## config.mk

```make
export PLATFORM = sky130hd
export DESIGN_NAME = lsu_axi_master
export DESIGN_NICKNAME = d
export VERILOG_FILES = /design/src/rtl/lsu_axi_master.sv
export SDC_FILE = /design/constraint.sdc
export NUM_CORES = 1
export LEC_CHECK = 0
export CAP_MARGIN = 10
export CORE_ASPECT_RATIO = 0.6
export CORE_MARGIN = 4
export CORE_UTILIZATION = 50
export CTS_CLUSTER_SIZE = 10
export DETAILED_ROUTE_END_ITERATION = 8
export DONT_BUFFER_PORTS = 1
export GPL_TIMING_DRIVEN = 0
export SLEW_MARGIN = 10
export SYNTH_ARGS = -nofsm -noshare
export SYNTH_HDL_FRONTEND = slang
export SYNTH_SLANG_ARGS = --single-unit
export TNS_END_PERCENT = 1
```

## constraint.sdc

```tcl
create_clock -name clk -period 8.5 [get_ports clk]
set_input_delay 1.7 -clock clk [delete_from_list [all_inputs] [get_ports clk]]
set_output_delay 1.7 -clock clk [all_outputs]
set_load 0.01 [all_outputs]
```

## src/rtl/lsu_axi_master.sv

```systemverilog
// ============================================================================
// Module   : lsu_axi_master
// Purpose  : Load/store unit bus master. Turns one core load/store request at
//            a time into single-beat AXI-lite style read or write transactions,
//            with lane shifting, load sign/zero extension, misalignment
//            detection and a per-handshake timeout.
// Revision : 1.0 - initial release
// ============================================================================
`default_nettype none

module lsu_axi_master #(
  parameter int TIMEOUT = 255
) (
  input  logic        clk,
  input  logic        rst,
  // core request / response
  input  logic        req_valid_i,
  output logic        req_ready_o,
  input  logic        req_wen_i,
  input  logic [2:0]  req_size_i,
  input  logic [31:0] req_addr_i,
  input  logic [31:0] req_wdata_i,
  output logic        rsp_valid_o,
  output logic [31:0] rsp_rdata_o,
  output logic        rsp_err_o,
  // write address / data / response
  output logic        mem_awvalid_o,
  input  logic        mem_awready_i,
  output logic [31:0] mem_awaddr_o,
  output logic        mem_wvalid_o,
  input  logic        mem_wready_i,
  output logic [31:0] mem_wdata_o,
  output logic [7:0]  mem_wstrb_o,
  input  logic        mem_bvalid_i,
  output logic        mem_bready_o,
  input  logic [1:0]  mem_bresp_i,
  // read address / data
  output logic        mem_arvalid_o,
  input  logic        mem_arready_i,
  output logic [31:0] mem_araddr_o,
  input  logic        mem_rvalid_i,
  output logic        mem_rready_o,
  input  logic [1:0]  mem_rresp_i,
  input  logic [31:0] mem_rdata_i
);

  localparam int c_CNT_W = (TIMEOUT < 2) ? 1 : $clog2(TIMEOUT + 1);
  localparam logic [c_CNT_W-1:0] c_TMO = c_CNT_W'(TIMEOUT);

  typedef enum logic [2:0] {
    S_IDLE  = 3'd0,
    S_RADDR = 3'd1,
    S_RDATA = 3'd2,
    S_WREQ  = 3'd3,
    S_WRESP = 3'd4,
    S_DONE  = 3'd5
  } state_t;

  state_t               state_q, state_d;
  logic [31:0]          addr_q, addr_d;
  logic [2:0]           size_q, size_d;
  logic [31:0]          wdata_q, wdata_d;
  logic [31:0]          rdata_q, rdata_d;
  logic                 err_q, err_d;
  logic                 aw_done_q, aw_done_d;
  logic                 w_done_q, w_done_d;
  logic [c_CNT_W-1:0]   cnt_q, cnt_d;

  logic                 w_bad;
  logic                 w_tmo;
  logic [31:0]          w_rshift;
  logic [31:0]          w_load;
  logic [3:0]           w_strb4;

  // Request legality: illegal funct3 codes or misaligned half/word accesses
  always_comb begin
    w_bad = 1'b0;
    case (req_size_i)
      3'b000, 3'b100: w_bad = 1'b0;
      3'b001, 3'b101: w_bad = req_addr_i[0];
      3'b010:         w_bad = (req_addr_i[1:0] != 2'b00);
      default:        w_bad = 1'b1;
    endcase
  end

  // Load lane extraction and sign/zero extension of the returned word
  always_comb begin
    w_rshift = mem_rdata_i >> {addr_q[1:0], 3'b000};
    w_load   = w_rshift;
    case (size_q)
      3'b000:  w_load = {{24{w_rshift[7]}},  w_rshift[7:0]};
      3'b001:  w_load = {{16{w_rshift[15]}}, w_rshift[15:0]};
      3'b100:  w_load = {24'h0, w_rshift[7:0]};
      3'b101:  w_load = {16'h0, w_rshift[15:0]};
      default: w_load = w_rshift;
    endcase
  end

  // Store byte-enable pattern before lane shifting
  always_comb begin
    case (size_q[1:0])
      2'b00:   w_strb4 = 4'b0001;
      2'b01:   w_strb4 = 4'b0011;
      default: w_strb4 = 4'b1111;
    endcase
  end

  assign w_tmo = (cnt_q == c_TMO);

  // Next-state and datapath capture for the transaction sequencer
  always_comb begin
    state_d   = state_q;
    addr_d    = addr_q;
    size_d    = size_q;
    wdata_d   = wdata_q;
    rdata_d   = rdata_q;
    err_d     = err_q;
    aw_done_d = aw_done_q;
    w_done_d  = w_done_q;
    case (state_q)
      S_IDLE: begin
        if (req_valid_i) begin
          addr_d    = req_addr_i;
          size_d    = req_size_i;
          wdata_d   = req_wdata_i;
          rdata_d   = 32'h0;
          err_d     = 1'b0;
          aw_done_d = 1'b0;
          w_done_d  = 1'b0;
          if (w_bad) begin
            err_d   = 1'b1;
            state_d = S_DONE;
          end else if (req_wen_i) begin
            state_d = S_WREQ;
          end else begin
            state_d = S_RADDR;
          end
        end
      end
      S_RADDR: begin
        // arvalid is held high for the whole state, so arready is the handshake
        if (mem_arready_i) begin
          state_d = S_RDATA;
        end else if (w_tmo) begin
          err_d   = 1'b1;
          state_d = S_DONE;
        end
      end
      S_RDATA: begin
        if (mem_rvalid_i) begin
          err_d   = (mem_rresp_i != 2'b00);
          rdata_d = (mem_rresp_i != 2'b00) ? 32'h0 : w_load;
          state_d = S_DONE;
        end else if (w_tmo) begin
          err_d   = 1'b1;
          state_d = S_DONE;
        end
      end
      S_WREQ: begin
        aw_done_d = aw_done_q | mem_awready_i;
        w_done_d  = w_done_q  | mem_wready_i;
        if ((aw_done_q | mem_awready_i) && (w_done_q | mem_wready_i)) begin
          state_d = S_WRESP;
        end else if (w_tmo) begin
          err_d   = 1'b1;
          state_d = S_DONE;
        end
      end
      S_WRESP: begin
        if (mem_bvalid_i) begin
          err_d   = (mem_bresp_i != 2'b00);
          state_d = S_DONE;
        end else if (w_tmo) begin
          err_d   = 1'b1;
          state_d = S_DONE;
        end
      end
      S_DONE:  state_d = S_IDLE;
      default: state_d = S_IDLE;
    endcase
  end

  // Handshake timer restarts on every state change and idles at zero
  always_comb begin
    if ((state_d != state_q) || (state_q == S_IDLE) || (state_q == S_DONE)) begin
      cnt_d = '0;
    end else begin
      cnt_d = cnt_q + 1'b1;
    end
  end

  // State and capture registers
  always_ff @(posedge clk or posedge rst) begin
    if (rst) begin
      state_q   <= S_IDLE;
      addr_q    <= 32'h0;
      size_q    <= 3'b000;
      wdata_q   <= 32'h0;
      rdata_q   <= 32'h0;
      err_q     <= 1'b0;
      aw_done_q <= 1'b0;
      w_done_q  <= 1'b0;
      cnt_q     <= '0;
    end else begin
      state_q   <= state_d;
      addr_q    <= addr_d;
      size_q    <= size_d;
      wdata_q   <= wdata_d;
      rdata_q   <= rdata_d;
      err_q     <= err_d;
      aw_done_q <= aw_done_d;
      w_done_q  <= w_done_d;
      cnt_q     <= cnt_d;
    end
  end

  // Bus outputs come from registered state only, never from slave readies
  assign req_ready_o   = (state_q == S_IDLE) && !rst;
  assign rsp_valid_o   = (state_q == S_DONE);
  assign rsp_err_o     = (state_q == S_DONE) && err_q;
  assign rsp_rdata_o   = (state_q == S_DONE) ? rdata_q : 32'h0;

  assign mem_arvalid_o = (state_q == S_RADDR);
  assign mem_rready_o  = (state_q == S_RADDR) || (state_q == S_RDATA);
  assign mem_araddr_o  = {addr_q[31:2], 2'b00};

  assign mem_awvalid_o = (state_q == S_WREQ) && !aw_done_q;
  assign mem_wvalid_o  = (state_q == S_WREQ) && !w_done_q;
  assign mem_bready_o  = (state_q == S_WREQ) || (state_q == S_WRESP);
  assign mem_awaddr_o  = {addr_q[31:2], 2'b00};
  assign mem_wdata_o   = wdata_q << {addr_q[1:0], 3'b000};
  assign mem_wstrb_o   = {4'b0000, w_strb4 << addr_q[1:0]};

endmodule

`default_nettype wire

```

==> metrics.txt, run 1 <==
Yosys warning total=0; cell internal pwr=1.76 mW; worst setup slack before clock tree synthesis=4220 ps; Leakage Power=3.21 nW; Critical Path Max Stage Delay=610 ps; Clock power frac=22.4%; TritonRoute pass-1 iters=5; routability cong.=0.916; net switching power figure=1.24 mW; final number of setup-violating endpoints=0; hold buffer count at cts=0; global-route wire length before repair=27,500 µm; number of antenna violations at the first check in global routing=2; number of port buffers=0; Crit. End Element=output pin; most area-hungry cell type in the Yosys netlist=sky130_fd_sc_hd__dfrtp_1; status=complete, no violations; R2R Setup Slk=5870 ps; Gates resized, CTS repair=0; post-route cell area=7250 µm²; CTS H-tree depth=4; combinational share of power=47.9%; filler-free cell count of the finished design=830; unrepaired setup endpoints after global routing=false; global route total overflow=0; Period minus WS final=4720 ps; number of buffers added by the clock tree synthesis step=17; max-cap viol count=0; sequential area share after synthesis=44.0%; share of synthesized flip-flops with an asynchronous set or reset=100%; later-pin clock latency in the skew report=410 ps; die extent in x=154 µm; flop and latch count out of synthesis=113; clk slew on worst S/H paths=60 ps; critical path start-end classification=reg2out; Antenna Violating Nets Remaining=0; number of synthesized flops with an enable pin=0; number of inserted filler cells in the final layout=1,076; root buffer cell=sky130_fd_sc_hd__clkbuf_16; detailed-route wire length=18,400 µm; Total Routing Usage GR=24.3%; most frequent cells in the layout=113 x sky130_fd_sc_hd__dfrtp_1, 75 x sky130_fd_sc_hd__mux2_2, 68 x sky130_fd_sc_hd__buf_4; post-synth design cell area=6420 µm²; final max-slew violation count=0; Synth Area per Inst=10.3 µm²; crit-path cells=buf_2, buf_1, clkbuf_1, clkbuf_1, nor2_1, nor2_1; Core Rows=31; via/cell ratio=5.89; most frequently used flop master after synthesis=sky130_fd_sc_hd__dfrtp_1; smallest setup slack after layout=3780 ps; cell types occupying the most area after synthesis=sky130_fd_sc_hd__dfrtp_1 44%, sky130_fd_sc_hd__mux2_2 13%, sky130_fd_sc_hd__buf_4 7.9%; wire length per cell after detailed routing=22.1 µm; final setup TNS=0 ps; die footprint=14,800 µm²; number of different library cells in the post-synthesis netlist=50; area of the multi-input gates=2920 µm²; y dimension of the die=95.8 µm; placeable core region=12,300 µm²; Seq pwr share=29.7%; Placed Instance Area=6690 µm²; top fanout value on the critical path=10; share of Yosys cell area claimed by the top area cell type=44.0%; maximum root-to-sink buffer count=2; maximum number of pins on one net before global-route repair=62; layout cell share with drive strength beyond 1=29.2%; Worst Max-Slew Pin Slew=905 ps; Worst EP required=6800 ps; number of global-route vias before repair=4,806; remaining max-slew budget at the tightest pin=39.2%; starting density of the core=52.3%; post-route clock skew=4.50 ps; number of clock sinks=113; top cell family by delay on the critical path=buffers and inverters; area grow syn2layout=12.9%; most common cell after layout, fill and taps aside=sky130_fd_sc_hd__dfrtp_1; Buffers & Inverters on Critical Path=4; remaining design rule violation count=0; Worst EP arrival=3020 ps; maximum operating frequency=212 MHz; P per Cell Area=413 nW/µm²; count of mapped cells out of synthesis=625; detailed-route via count=4,890; FF/Latch Area=2830 µm²; post-CTS setup repair buffer count=0; critical-path cell with the highest stage delay=sky130_fd_sc_hd__clkbuf_1; hold violation total from the final report=0; startpoint class of the critical path=register; maximum vdd drop=0.000231 V; number of nets at the end of the flow=765; number of top-level design ports=256; worst hold margin=484 ps; diode count=0; CTS tree=done; period utilisation layout=55.6%; violation count after the first detailed-routing iteration=298; worst min-delay path category=reg2reg; switching power as a share of total power=41.4%; placed insts=798; placed wire-length estimate after detailed placement=14,100 µm
==> final timing paths <==
path | from | end | cells after the start
max reg2reg | addr_q[0] | rdata_q[9] | 6
min in group asynchronous | rst | state_q[0] | 1
max | addr_q[0] | mem_wstrb_o[1] | 6
min reg2reg | rdata_q[10] | rdata_q[10] | 2
min | rdata_q[10] | rdata_q[10] | 2
max in group asynchronous | rst | wdata_q[10] | 2
==> sequential cells by signal, summed over array words and instances, names as in the netlist <==
| name | cells |
|---|---|
| size_q | 3 |
| cnt_q | 8 |
| addr_q | 32 |
| rdata_q | 32 |
| wdata_q | 32 |
| aw_done_q | 1 |
| state_q | 3 |
| err_q | 1 |
| w_done_q | 1 |
==> stage by stage <==
step                      power (mW)  utilization, %
after floorplan                 2.00               -
after global placement          2.30            54.1
after detailed placement        2.33            54.4
after CTS                       3.01            59.0
after global routing            3.18            59.0
final                           3.00            59.0
==> area by class of cell <==
class,instances,area share (%)
buffer,108,9.45
clock buffer,17,5.87
clock inverter,15,1.90
inverter,6,0.380
multi-input combinational,405,40.2
sequential,113,39.0
tap,165,2.85
timing repair buffer,1,0.380
==> worst register-to-register path, cell delays in order (launching register included) <==
cell	delay [ps]
sky130_fd_sc_hd__dfrtp_1	310
sky130_fd_sc_hd__buf_2	240
sky130_fd_sc_hd__buf_1	550
sky130_fd_sc_hd__clkbuf_1	620
sky130_fd_sc_hd__o21ai_0	350
sky130_fd_sc_hd__a21oi_1	300
sky130_fd_sc_hd__o21ai_0	130
==> logic make-up (layout without fill, tap and decap cells) <==
group	count (synthesis)	in the layout	share of synthesized area (%)
multiplexers	109	109	18.5
buffers and inverters	114	147	11.0
AND/OR/NAND/NOR	155	155	12.1
XOR/XNOR	5	5	0.682
AO/OA/AOI/OAI	127	127	13.5
other	1	8	0.0584
adder cells (fa/ha/maj)	1	1	0.195
flip-flops	113	113	44.0
==> power by group through the flow <==
stage | Sequential [mW] | Clock, mW | Combinational (mW)
2_1_floorplan | 0.847 | 0 | 1.15
3_3_place_gp | 0.885 | 0 | 1.42
3_5_place_dp | 0.895 | 0 | 1.44
4_1_cts | 0.889 | 0.681 | 1.44
5_1_grt | 0.921 | 0.704 | 1.56
6_report | 0.889 | 0.670 | 1.44
==> cell usage after synthesis (5+ instances only) <==
| master | number |
|---|---|
| sky130_fd_sc_hd__a21oi_1 | 26 |
| sky130_fd_sc_hd__dfrtp_1 | 113 |
| sky130_fd_sc_hd__buf_2 | 7 |
| sky130_fd_sc_hd__nor2_1 | 27 |
| sky130_fd_sc_hd__buf_4 | 68 |
| sky130_fd_sc_hd__nor2b_1 | 9 |
| sky130_fd_sc_hd__mux2_2 | 75 |
| sky130_fd_sc_hd__mux2i_1 | 33 |
| sky130_fd_sc_hd__a22o_1 | 7 |
| sky130_fd_sc_hd__and2_1 | 43 |
| sky130_fd_sc_hd__a211oi_1 | 11 |
| sky130_fd_sc_hd__inv_1 | 6 |
| sky130_fd_sc_hd__o21ai_0 | 43 |
| sky130_fd_sc_hd__nand2b_1 | 5 |
| sky130_fd_sc_hd__nand2_1 | 46 |
| sky130_fd_sc_hd__nor3_1 | 12 |
| sky130_fd_sc_hd__a221o_1 | 16 |
| sky130_fd_sc_hd__clkbuf_1 | 27 |
==> metal layers <==
| metal | part of all wire, % | wire [µm] | track usage, % | up-vias |
|---|---|---|---|---|
| met5 | 0.17 | 31 | 0 | - |
| met4 | 1.7 | 313 | 6.61 | 4 |
| met3 | 10 | 1900 | 9.66 | 31 |
| met2 | 44 | 8030 | 35.8 | 262 |
| met1 | 44 | 8100 | 33.4 | 2397 |
| li1 | - | - | - | 2196 |
Note: power is estimated with default switching activity, not from simulation.
==> inputs of run 2 (changes only) <==
==> constraint.sdc (replaced) <==
create_clock -name clk -period 4.8 [get_ports clk]
set_input_delay 0.96 -clock clk [delete_from_list [all_inputs] [get_ports clk]]
set_output_delay 0.96 -clock clk [all_outputs]
set_load 0.01 [all_outputs]
==> results of run 2 <==
The final DEF is identical to that of run 1. Status: complete, no violations.
Main changes from that run: setup slack after placement 4220 ps -> 1260 ps; setup slack after layout 3780 ps -> 816 ps; hold slack 484 ps -> 455 ps; register-to-register setup slack 5870 ps -> 2170 ps; total power 3.00 mW -> 5.30 mW; worst IR drop on VDD 0.000231 V -> 0.000409 V
==> inputs of run 3 (changes only) <==
==> constraint.sdc (replaced) <==
create_clock -name clk -period 4.1 [get_ports clk]
set_input_delay 0.82 -clock clk [delete_from_list [all_inputs] [get_ports clk]]
set_output_delay 0.82 -clock clk [all_outputs]
set_load 0.01 [all_outputs]
==> results of run 3 <==
The final DEF is identical to that of run 1. Status: complete, no violations.
Main changes from that run: setup slack after placement 4220 ps -> 703 ps; setup slack after layout 3780 ps -> 256 ps; hold slack 484 ps -> 315 ps; register-to-register setup slack 5870 ps -> 1470 ps; total power 3.00 mW -> 6.21 mW; worst IR drop on VDD 0.000231 V -> 0.000478 V
